<file path="src/rtl/sdram_burst_arbiter.sv">
// Two-port burst-read arbiter in front of io_sdram: video (V) has priority, the CPU/DMA port (C)
// is protected by a streak limit, and a watchdog closes bursts whose done never arrives.
`timescale 1ns/1ps
module sdram_burst_arbiter #(
  parameter int MAX_V_STREAK   = 4,
  parameter int TIMEOUT_CYCLES = 4096,
  parameter int TO_W           = 13
) (
  input  logic        clk_sdram,
  input  logic        reset,
  input  logic        v_burst_rd,
  input  logic [24:0] v_burst_addr,
  input  logic [10:0] v_burst_len,
  input  logic        v_burst_32bit,
  output logic        v_burst_data_valid,
  output logic        v_burst_data_done,
  input  logic        c_burst_rd,
  input  logic [24:0] c_burst_addr,
  input  logic [10:0] c_burst_len,
  input  logic        c_burst_32bit,
  output logic        c_burst_data_valid,
  output logic        c_burst_data_done,
  output logic [31:0] up_burst_data,
  output logic        dn_burst_rd,
  output logic [24:0] dn_burst_addr,
  output logic [10:0] dn_burst_len,
  output logic        dn_burst_32bit,
  input  logic [31:0] dn_burst_data,
  input  logic        dn_burst_data_valid,
  input  logic        dn_burst_data_done,
  output logic        busy,
  output logic        owner,
  output logic        timeout_err,
  output logic        overflow_err,
  input  logic        clear_err
);

  localparam int STREAK_W = $clog2(MAX_V_STREAK + 1);
  localparam logic [STREAK_W-1:0] STREAK_MAX = STREAK_W'(MAX_V_STREAK);
  localparam logic [TO_W-1:0]     WD_LAST    = TO_W'(TIMEOUT_CYCLES - 1);

  typedef enum logic [1:0] {
    S_IDLE   = 2'd0,
    S_ACTIVE = 2'd1,
    S_HOLD   = 2'd2
  } state_t;

  state_t r_state;
  state_t w_state_next;

  logic                r_pend_v;
  logic                r_pend_c;
  logic [24:0]         r_v_addr;
  logic [10:0]         r_v_len;
  logic                r_v_32bit;
  logic [24:0]         r_c_addr;
  logic [10:0]         r_c_len;
  logic                r_c_32bit;
  logic [STREAK_W-1:0] r_streak;
  logic [TO_W-1:0]     r_wd;
  logic                r_owner;
  logic                r_dn_rd;
  logic [24:0]         r_dn_addr;
  logic [10:0]         r_dn_len;
  logic                r_dn_32bit;
  logic                r_timeout_err;
  logic                r_overflow_err;

  logic        w_v_elig;
  logic        w_c_elig;
  logic        w_grant;
  logic        w_grant_c;
  logic        w_wd_hit;
  logic        w_fin;
  logic        w_overflow;
  logic [24:0] w_sel_addr;
  logic [10:0] w_sel_len;
  logic        w_sel_32bit;

  // A same-cycle pulse is eligible; its fields bypass the latch and come from the inputs.
  assign w_v_elig   = r_pend_v | v_burst_rd;
  assign w_c_elig   = r_pend_c | c_burst_rd;
  assign w_overflow = (v_burst_rd & r_pend_v) | (c_burst_rd & r_pend_c);

  assign w_sel_addr  = w_grant_c ? (r_pend_c ? r_c_addr  : c_burst_addr)
                                 : (r_pend_v ? r_v_addr  : v_burst_addr);
  assign w_sel_len   = w_grant_c ? (r_pend_c ? r_c_len   : c_burst_len)
                                 : (r_pend_v ? r_v_len   : v_burst_len);
  assign w_sel_32bit = w_grant_c ? (r_pend_c ? r_c_32bit : c_burst_32bit)
                                 : (r_pend_v ? r_v_32bit : v_burst_32bit);

  always_comb begin
    w_state_next = r_state;
    w_grant      = 1'b0;
    w_grant_c    = 1'b0;
    w_wd_hit     = 1'b0;
    w_fin        = 1'b0;
    case (r_state)
      S_IDLE: begin
        if (w_v_elig | w_c_elig) begin
          w_grant      = 1'b1;
          w_grant_c    = w_c_elig & (~w_v_elig | (r_streak == STREAK_MAX));
          w_state_next = S_ACTIVE;
        end
      end
      S_ACTIVE: begin
        // A real done in the deadline cycle takes precedence over the synthetic one.
        w_wd_hit = ~dn_burst_data_done & (r_wd == WD_LAST);
        w_fin    = dn_burst_data_done | w_wd_hit;
        if (w_fin) w_state_next = S_HOLD;
      end
      S_HOLD:  w_state_next = S_IDLE;
      default: w_state_next = S_IDLE;
    endcase
  end

  always_ff @(posedge clk_sdram) begin
    if (reset) begin
      r_state        <= S_IDLE;
      r_pend_v       <= 1'b0;
      r_pend_c       <= 1'b0;
      r_v_addr       <= '0;
      r_v_len        <= '0;
      r_v_32bit      <= 1'b0;
      r_c_addr       <= '0;
      r_c_len        <= '0;
      r_c_32bit      <= 1'b0;
      r_streak       <= '0;
      r_wd           <= '0;
      r_owner        <= 1'b0;
      r_dn_rd        <= 1'b0;
      r_dn_addr      <= '0;
      r_dn_len       <= '0;
      r_dn_32bit     <= 1'b0;
      r_timeout_err  <= 1'b0;
      r_overflow_err <= 1'b0;
    end else begin
      r_state        <= w_state_next;
      r_dn_rd        <= w_grant;
      r_timeout_err  <= w_wd_hit | (r_timeout_err & ~clear_err);
      r_overflow_err <= w_overflow | (r_overflow_err & ~clear_err);

      // First request wins: a pulse while pending leaves the latched fields untouched.
      if (v_burst_rd & ~r_pend_v) begin
        r_v_addr  <= v_burst_addr;
        r_v_len   <= v_burst_len;
        r_v_32bit <= v_burst_32bit;
      end
      if (c_burst_rd & ~r_pend_c) begin
        r_c_addr  <= c_burst_addr;
        r_c_len   <= c_burst_len;
        r_c_32bit <= c_burst_32bit;
      end
      r_pend_v <= (w_grant & ~w_grant_c) ? 1'b0 : (r_pend_v | v_burst_rd);
      r_pend_c <= (w_grant &  w_grant_c) ? 1'b0 : (r_pend_c | c_burst_rd);

      if (w_grant) begin
        r_owner    <= w_grant_c;
        r_dn_addr  <= w_sel_addr;
        r_dn_len   <= w_sel_len;
        r_dn_32bit <= w_sel_32bit;
        r_wd       <= '0;
        if (~w_grant_c & w_c_elig)
          r_streak <= (r_streak == STREAK_MAX) ? r_streak : r_streak + 1'b1;
        else
          r_streak <= '0;
      end else if (r_state == S_ACTIVE) begin
        r_wd <= r_wd + 1'b1;
      end
    end
  end

  assign v_burst_data_valid = (r_state == S_ACTIVE) & ~r_owner & dn_burst_data_valid;
  assign c_burst_data_valid = (r_state == S_ACTIVE) &  r_owner & dn_burst_data_valid;
  assign v_burst_data_done  = w_fin & ~r_owner;
  assign c_burst_data_done  = w_fin &  r_owner;

  assign up_burst_data  = dn_burst_data;
  assign dn_burst_rd    = r_dn_rd;
  assign dn_burst_addr  = r_dn_addr;
  assign dn_burst_len   = r_dn_len;
  assign dn_burst_32bit = r_dn_32bit;
  assign busy           = (r_state != S_IDLE);
  assign owner          = r_owner;
  assign timeout_err    = r_timeout_err;
  assign overflow_err   = r_overflow_err;

endmodule
</file>
<file path="config.mk">
export PLATFORM = sky130hd
export DESIGN_NAME = sdram_burst_arbiter
export DESIGN_NICKNAME = d
export VERILOG_FILES = /design/src/rtl/sdram_burst_arbiter.sv
export SDC_FILE = /design/constraint.sdc
export NUM_CORES = 1
export LEC_CHECK = 0
export ABC_AREA = 1
export CORE_ASPECT_RATIO = 1.25
export CORE_UTILIZATION = 37
export DETAILED_ROUTE_END_ITERATION = 12
export GPL_TIMING_DRIVEN = 0
export PLACE_DENSITY = 0.61
export SLEW_MARGIN = 10
export SYNTH_ARGS = -nofsm -noshare
export SYNTH_HDL_FRONTEND = slang
export SYNTH_SLANG_ARGS = --single-unit
</file>
<file path="constraint.sdc">
create_clock -name clk_sdram -period 2.3 [get_ports clk_sdram]
set_clock_uncertainty 0.05 [all_clocks]
set_input_delay 0.46 -clock clk_sdram [delete_from_list [all_inputs] [get_ports clk_sdram]]
set_output_delay 0.46 -clock clk_sdram [all_outputs]
set_load 0.05 [all_outputs]
</file>
==> results.yml, run 1 <==
outcome:
  status: "complete, no violations"
yosys:
  synth_sequential_area_ratio: 0.401
  postSynthAreaPerCell_sq_um: 6.47
  synthCells: 1041
  syn_area_sq_um: 6740
  synth_largest_area_cell: "sky130_fd_sc_hd__dfxtp_1"
  synth_fp_nets: 1157
  synth.most_common_cell: "sky130_fd_sc_hd__nand2_1"
  ys_types: 30
  post-synth-top-area-fraction: 0.401
  synth_edf_count: 0
  yosys.area_share.xor_xnor: 0.00130
  synth_top_flop_cell: "sky130_fd_sc_hd__dfxtp_1"
  synth-adder-area-share: 0.00557
  synth-simple-area-share: 0.352
  synth_warnings: 0
  synth_compound_gate_area_share: 0.109
  synth_top_family_by_area: "simple AND/OR/NAND/NOR gates"
  synth_top_cells_by_area: "sky130_fd_sc_hd__dfxtp_1 (40%), sky130_fd_sc_hd__nand2_1 (22%), sky130_fd_sc_hd__a21oi_1 (6.5%), sky130_fd_sc_hd__nand3_1 (6.1%), sky130_fd_sc_hd__nor2_1 (5.0%)"
  synth.mux.area_fraction: 0
  synth_seq_cells: 135
  synth_commonest_cells: "sky130_fd_sc_hd__nand2_1 (398), sky130_fd_sc_hd__dfxtp_1 (135), sky130_fd_sc_hd__nor2_1 (90)"
  synth_async_sr_flop_share: 0
flow_run:
  cap_viol_max_count: 0
detailed_routing:
  detail_route.wirelength_mm: 20.0
  drt_iter0_markers: 372
  viasPerCell: 4.75
  total_via_count_in_the_routed_design: 6930
  drc: 0
  route.detailed.wl_per_inst_um: 13.7
  drt_pre_antenna_iters: 5
  postRouteAntennaNets: 0
worst_setup_path:
  worst_path_most_repeated_cell: "sky130_fd_sc_hd__nand2_2"
  crit_slowest_cell: "sky130_fd_sc_hd__dfxtp_2"
  crit_type: "reg -> out"
  crit_start: "r_wd[0]"
  top_delay_family_on_crit_path: "simple AND/OR/NAND/NOR gates"
  critPathMaxStageDelay_ns: 0.35
  critical_path_arrival_ns: 1.72
  number_of_cells_on_the_critical_path: 8
  reg2regPathDepth: 9
  rr_startpoint: "r_pend_c"
  cp_max_fo: 3
  critical_path.n_buffers_inverters: 1
  timing.critical_path.required_ns: 1.79
  crit_path_end_kind: "output port"
  crit_path_cell_trace: "ha_4 > nand2_2 > nor2_4 > nand2_2 > o21ai_2 > nand2_2 > nor2_2 > buf_6"
  start_kind: "flip-flop"
clock_tree:
  clockBufferDepth: 2
  clock_latency_ns: 0.42
  tritoncts_num_sinks: 135
  tritoncts: "built"
  htreeDepth: 4
  tritoncts.num_buffers: 17
  cts-root-buf: "sky130_fd_sc_hd__clkbuf_16"
  clk_pin_slew_worst_paths_ns: 0.06
sta:
  timing.setup.tns_ns: 0
  tightest_slew_ns: 0.555
  timing.max_slew.rel_slack: 0.629
  timing.final.crit_share: 0.970
  drv_slew: 0
  period_minus_slack_ns: 2.23
  timing.final.setup_violations: 0
  rsz0062_at_grt: "true"
  hold_viol: 0
  achievable-frequency_mhz: 448
place:
  numPortBuffers: 157
  detailedPlacementHpwl_mm: 15.1
  dpl_cell_area_sq_um: 8590
  place.gp.congestion: 0.863
grt:
  grt_first_pass_wirelength_mm: 31.6
  grt_max_degree: 17
  grt_antenna_before_repair: 0
  grt_pass1_vias: 6530
  globalRouteTotalUtil: 0.220
  remaining_overflow_grt: 0
floorplanning:
  core_region_area_sq_um: 17600
  full_die_area_sq_um: 18800
  start_util: 0.382
  io_pins: 191
  rows: 54
  die_h_um: 153
  die_w_um: 123
pwr:
  static_leakage_power_nw: 4.15
  peakVddDrop_v: 0.000528
  report.power.total_mw: 7.50
  areal_power_density_over_the_cells_nw_per_um2: 809
hold_path:
  hp-start: "r_v_addr[3]"
  timing.hold.worst_path_depth: 2
  class_of_the_most_critical_hold_timing_path: "reg -> reg"
finish:
  post_route_cells_drive_above_1_share: 0.114
  antenna-diode-count: 0
  syn2layout_area_growth_pct: 37.7
  fill_cells: 1785
  nets: 1338
  final_area_sq_um: 9270
[worst min-delay path, delay by kind of cell (launching register included)]
kind | cells | cell delay (ns)
AO/OA/AOI/OAI | 1 | 0.05
flip-flops | 1 | 0.30
AND/OR/NAND/NOR | 1 | 0.06
[metal layers]
layer  wire length (um)  track usage  share of wire  up-vias
li1                   -            -              -     3594
met1               8440        0.267           0.42     3103
met2              10100        0.379           0.51      209
met3               1150       0.0541          0.057       24
met4                313       0.0604          0.016        0
met5                  0            0              0        -
[layout by cell type (no fill, tap or decap), types with 2 or more instances in the layout]
master | synthesis | final
sky130_fd_sc_hd__buf_4 | 38 | 43
sky130_fd_sc_hd__nand2_2 | 4 | 7
sky130_fd_sc_hd__o21ai_0 | 45 | 45
sky130_fd_sc_hd__dfxtp_1 | 135 | 133
sky130_fd_sc_hd__a21oi_1 | 87 | 87
sky130_fd_sc_hd__nand3_1 | 82 | 82
sky130_fd_sc_hd__inv_2 | 5 | 5
sky130_fd_sc_hd__bufinv_16 | 0 | 2
sky130_fd_sc_hd__nand4_1 | 5 | 5
sky130_fd_sc_hd__nor2_1 | 90 | 85
sky130_fd_sc_hd__o21ai_2 | 1 | 2
sky130_fd_sc_hd__ha_1 | 3 | 2
sky130_fd_sc_hd__o22ai_1 | 2 | 2
sky130_fd_sc_hd__buf_1 | 2 | 2
sky130_fd_sc_hd__buf_6 | 9 | 11
sky130_fd_sc_hd__clkbuf_1 | 19 | 20
sky130_fd_sc_hd__clkinv_2 | 0 | 4
sky130_fd_sc_hd__nor2_4 | 2 | 4
sky130_fd_sc_hd__clkinvlp_4 | 0 | 2
sky130_fd_sc_hd__nand2_1 | 398 | 395
sky130_fd_sc_hd__clkbuf_16 | 0 | 17
sky130_fd_sc_hd__buf_2 | 28 | 28
sky130_fd_sc_hd__nor2_2 | 2 | 5
sky130_fd_sc_hd__clkinv_1 | 2 | 2
sky130_fd_sc_hd__dfxtp_2 | 0 | 2
sky130_fd_sc_hd__clkdlybuf4s50_1 | 0 | 152
sky130_fd_sc_hd__dlygate4sd2_1 | 0 | 2
sky130_fd_sc_hd__clkbuf_8 | 0 | 5
sky130_fd_sc_hd__o21ai_1 | 4 | 3
sky130_fd_sc_hd__nor3_1 | 4 | 3
sky130_fd_sc_hd__inv_1 | 67 | 67
[repair_timing]
action | 4_1_cts | 5_1_grt
pin swaps | 2 | 4
cloned | 0 | 0
setup buffers | 1 | 4
endpoints found under the setup margin | 4 | 3
resized for setup | 20 | 12
hold buffers | 0 | 0
[power breakdown]
group	internal (mW)	switching [mW]
Combinational	0.749	1.33
Sequential	2.56	0.129
Clock	1.72	1.01
[state kept, by name, indices dropped and copies added, names as in the netlist]
| register | count |
|---|---|
| r_pend_c | 1 |
| r_c_len | 11 |
| dn_burst_addr | 25 |
| r_v_addr | 25 |
| timeout_err | 1 |
| r_c_32bit | 1 |
| dn_burst_len | 11 |
| r_v_len | 11 |
| dn_burst_32bit | 1 |
| r_state | 2 |
| r_c_addr | 25 |
| r_pend_v | 1 |
| overflow_err | 1 |
| r_wd | 13 |
| dn_burst_rd | 1 |
| r_v_32bit | 1 |
| owner | 1 |
| r_streak | 3 |
[final timing paths]
| kind | to | slack (ns) |
|---|---|---|
| setup / recovery | c_burst_data_done | 0.07 |
| hold / removal | r_v_addr[3] | 0.41 |
| hold reg to reg | r_v_addr[3] | 0.41 |
| setup reg to reg | dn_burst_addr[5] | 0.77 |
[logic make-up after synthesis]
group           after synthesis
xor+xnor                      1
simple gates                589
fa+ha+maj                     3
flops                       135
buf+inv                     170
compound gates              143
[through the flow]
step / utilization / setup slack [ns] / hold WS (ns) / std cells
4_1_cts: 0.522 / -0.00588 / 0.414 / 1454
5_1_grt: 0.526 / -0.0318 / 0.431 / 1458
3_3_place_gp: 0.487 / -0.315 / 0.402 / 1422
3_5_place_dp: 0.487 / -0.305 / 0.405 / 1422
2_1_floorplan: - / 0.143 / 0.395 / 1041
6_report: 0.526 / 0.0682 / 0.413 / 1458
[layout make-up]
| cell class | count | area [sq um] | share of cell area |
|---|---|---|---|
| inverter | 74 | 278 | 0.0300 |
| buffer | 96 | 606 | 0.0653 |
| multi-input combinational | 736 | 3200 | 0.345 |
| sequential | 135 | 2710 | 0.292 |
| clock inverter | 8 | 95.1 | 0.0103 |
| clock buffer | 23 | 498 | 0.0537 |
| timing repair buffer | 162 | 1610 | 0.174 |
| tap | 224 | 280 | 0.0302 |
Note: power is estimated with default switching activity, not from simulation.
==> run 2: changes to the inputs <==
Clock period 2.3 ns to 2.5 ns, I/O delays scaled along.
==> results.yml, run 2 (synthesis gave the netlist of run 1 again) <==
clock_tree:
  tritoncts_num_sinks: 135
  clock_latency_ns: 0.42
  tritoncts: "built"
  htreeDepth: 4
  clockBufferDepth: 2
  clk_pin_slew_worst_paths_ns: 0.06
  tritoncts.num_buffers: 17
  cts-root-buf: "sky130_fd_sc_hd__clkbuf_16"
floorplanning:
  die_h_um: 153
  core_region_area_sq_um: 17600
  die_w_um: 123
  full_die_area_sq_um: 18800
  io_pins: 191
  rows: 54
  start_util: 0.382
detailed_routing:
  drt_pre_antenna_iters: 7
  route.detailed.wl_per_inst_um: 13.6
  drt_iter0_markers: 531
  postRouteAntennaNets: 0
  drc: 0
  detail_route.wirelength_mm: 19.8
  total_via_count_in_the_routed_design: 6903
  viasPerCell: 4.75
worst_setup_path:
  r2r-end: "dn_burst_len[5]"
  crit_start: "r_wd[1]"
  critical_path_arrival_ns: 1.80
  timing.reg2reg.setup_slack_ns: 0.95
  reg2regPathDepth: 10
  start_kind: "flip-flop"
  crit_path_end_kind: "output port"
  crit_type: "reg -> out"
  cp_max_fo: 3
  rr_startpoint: "r_streak[0]"
  timing.critical_path.required_ns: 1.95
finish:
  nets: 1333
  layout.cells.most_common_list: "sky130_fd_sc_hd__nand2_1 (397), sky130_fd_sc_hd__clkdlybuf4s50_1 (153), sky130_fd_sc_hd__dfxtp_1 (135), sky130_fd_sc_hd__nor2_1 (88), sky130_fd_sc_hd__a21oi_1 (87)"
  fill_cells: 1775
  layout.cells.most_common: "sky130_fd_sc_hd__nand2_1"
  syn2layout_area_growth_pct: 36.6
  layoutNonFillerInstCount: 1454
  post_route_cells_drive_above_1_share: 0.103
  antenna-diode-count: 0
sta:
  timing.final.crit_share: 0.939
  achievable-frequency_mhz: 426
  drv_slew: 0
  timing.max_slew.rel_slack: 0.596
  tightest_slew_ns: 0.603
  hold_viol: 0
  period_minus_slack_ns: 2.35
  rsz0062_at_grt: "false"
  timing.final.setup_violations: 0
  timing.hold.ws_ns: 0.414
outcome:
  status: "complete, no violations"
grt:
  remaining_overflow_grt: 0
  grt_antenna_before_repair: 0
  globalRouteTotalUtil: 0.215
  grt_first_pass_wirelength_mm: 31.0
  grt_max_degree: 17
  grt_pass1_vias: 6232
place:
  numPlacedInstances: 1422
  place.gp.congestion: 0.840
  detailedPlacementHpwl_mm: 15.0
  numPortBuffers: 157
pwr:
  areal_power_density_over_the_cells_nw_per_um2: 753
  peakVddDrop_v: 0.000521
  static_leakage_power_nw: 4.13
hold_path:
  class_of_the_most_critical_hold_timing_path: "reg -> reg"
  hp-start: "r_v_addr[3]"
  timing.hold.worst_path_depth: 2
  hold_path_end: "r_v_addr[3]"
flow_run:
  cap_viol_max_count: 0
-- run 2: timing repair --
action                     in CTS  in global routing
pin swaps                       0                  1
hold buffers                    0                  0
gates cloned                    0                  0
buffers inserted                0                  0
resized for setup              13                 10
setup endpoints to repair       4                  2
-- run 2: worst max-delay path, stage by stage (launching register included) --
cell,delay [ns]
sky130_fd_sc_hd__dfxtp_1,0.36
sky130_fd_sc_hd__ha_1,0.18
sky130_fd_sc_hd__nand2_1,0.08
sky130_fd_sc_hd__nor2_1,0.12
sky130_fd_sc_hd__nand2_1,0.10
sky130_fd_sc_hd__o21ai_2,0.16
sky130_fd_sc_hd__nand2_2,0.09
sky130_fd_sc_hd__nor2_1,0.12
sky130_fd_sc_hd__buf_6,0.17
-- run 2: layout make-up --
class	instances	area, sq um	share of cell area
buffer	96	606	0.0658
clock buffer	22	474	0.0515
clock inverter	10	125	0.0136
inverter	74	278	0.0302
multi-input combinational	736	3170	0.344
sequential	135	2700	0.294
tap	224	280	0.0305
timing repair buffer	157	1570	0.171
-- run 2: how the worst max path moves through the flow --
| stage | end | cells past startpoint | slack, ns |
|---|---|---|---|
| floorplan | c_burst_data_valid | 2 | 0.03 |
| global placement | c_burst_data_done | 6 | -0.19 |
| global route | v_burst_data_done | 8 | 0.01 |
| finish | v_burst_data_done | 8 | 0.15 |
| detailed placement | v_burst_data_done | 6 | -0.18 |
| CTS | v_burst_data_done | 8 | 0.008 |
-- run 2: metrics by stage --
stage               TNS [ns]   util  setup WS, ns  cell area, sq um  total power, mW
global route               0  0.522        0.0131              9200             7.27
detailed placement    -0.413  0.487        -0.184              8590             4.41
floorplan                  0      -        0.0252              6740             3.75
finish                     0  0.522         0.151              9200             6.93
global placement      -0.445  0.487        -0.188              8590             4.40
CTS                        0  0.520       0.00845              9180             6.97
-- run 2: layer usage --
layer | vias to the layer above | GRT usage | share of wire | wire length (um)
li1 | 3588 | - | - | -
met1 | 3085 | 0.263 | 0.43 | 8430
met2 | 211 | 0.371 | 0.50 | 9970
met3 | 19 | 0.0466 | 0.058 | 1160
met4 | 0 | 0.0598 | 0.013 | 266
met5 | - | 0 | 0 | 0
-- run 2: power by group --
part / leakage, nW / internal, mW / switching, mW / total (mW)
Combinational: 2.71 / 0.684 / 1.22 / 1.90
Clock: 0.303 / 1.63 / 0.928 / 2.56
Sequential: 1.11 / 2.35 / 0.117 / 2.47
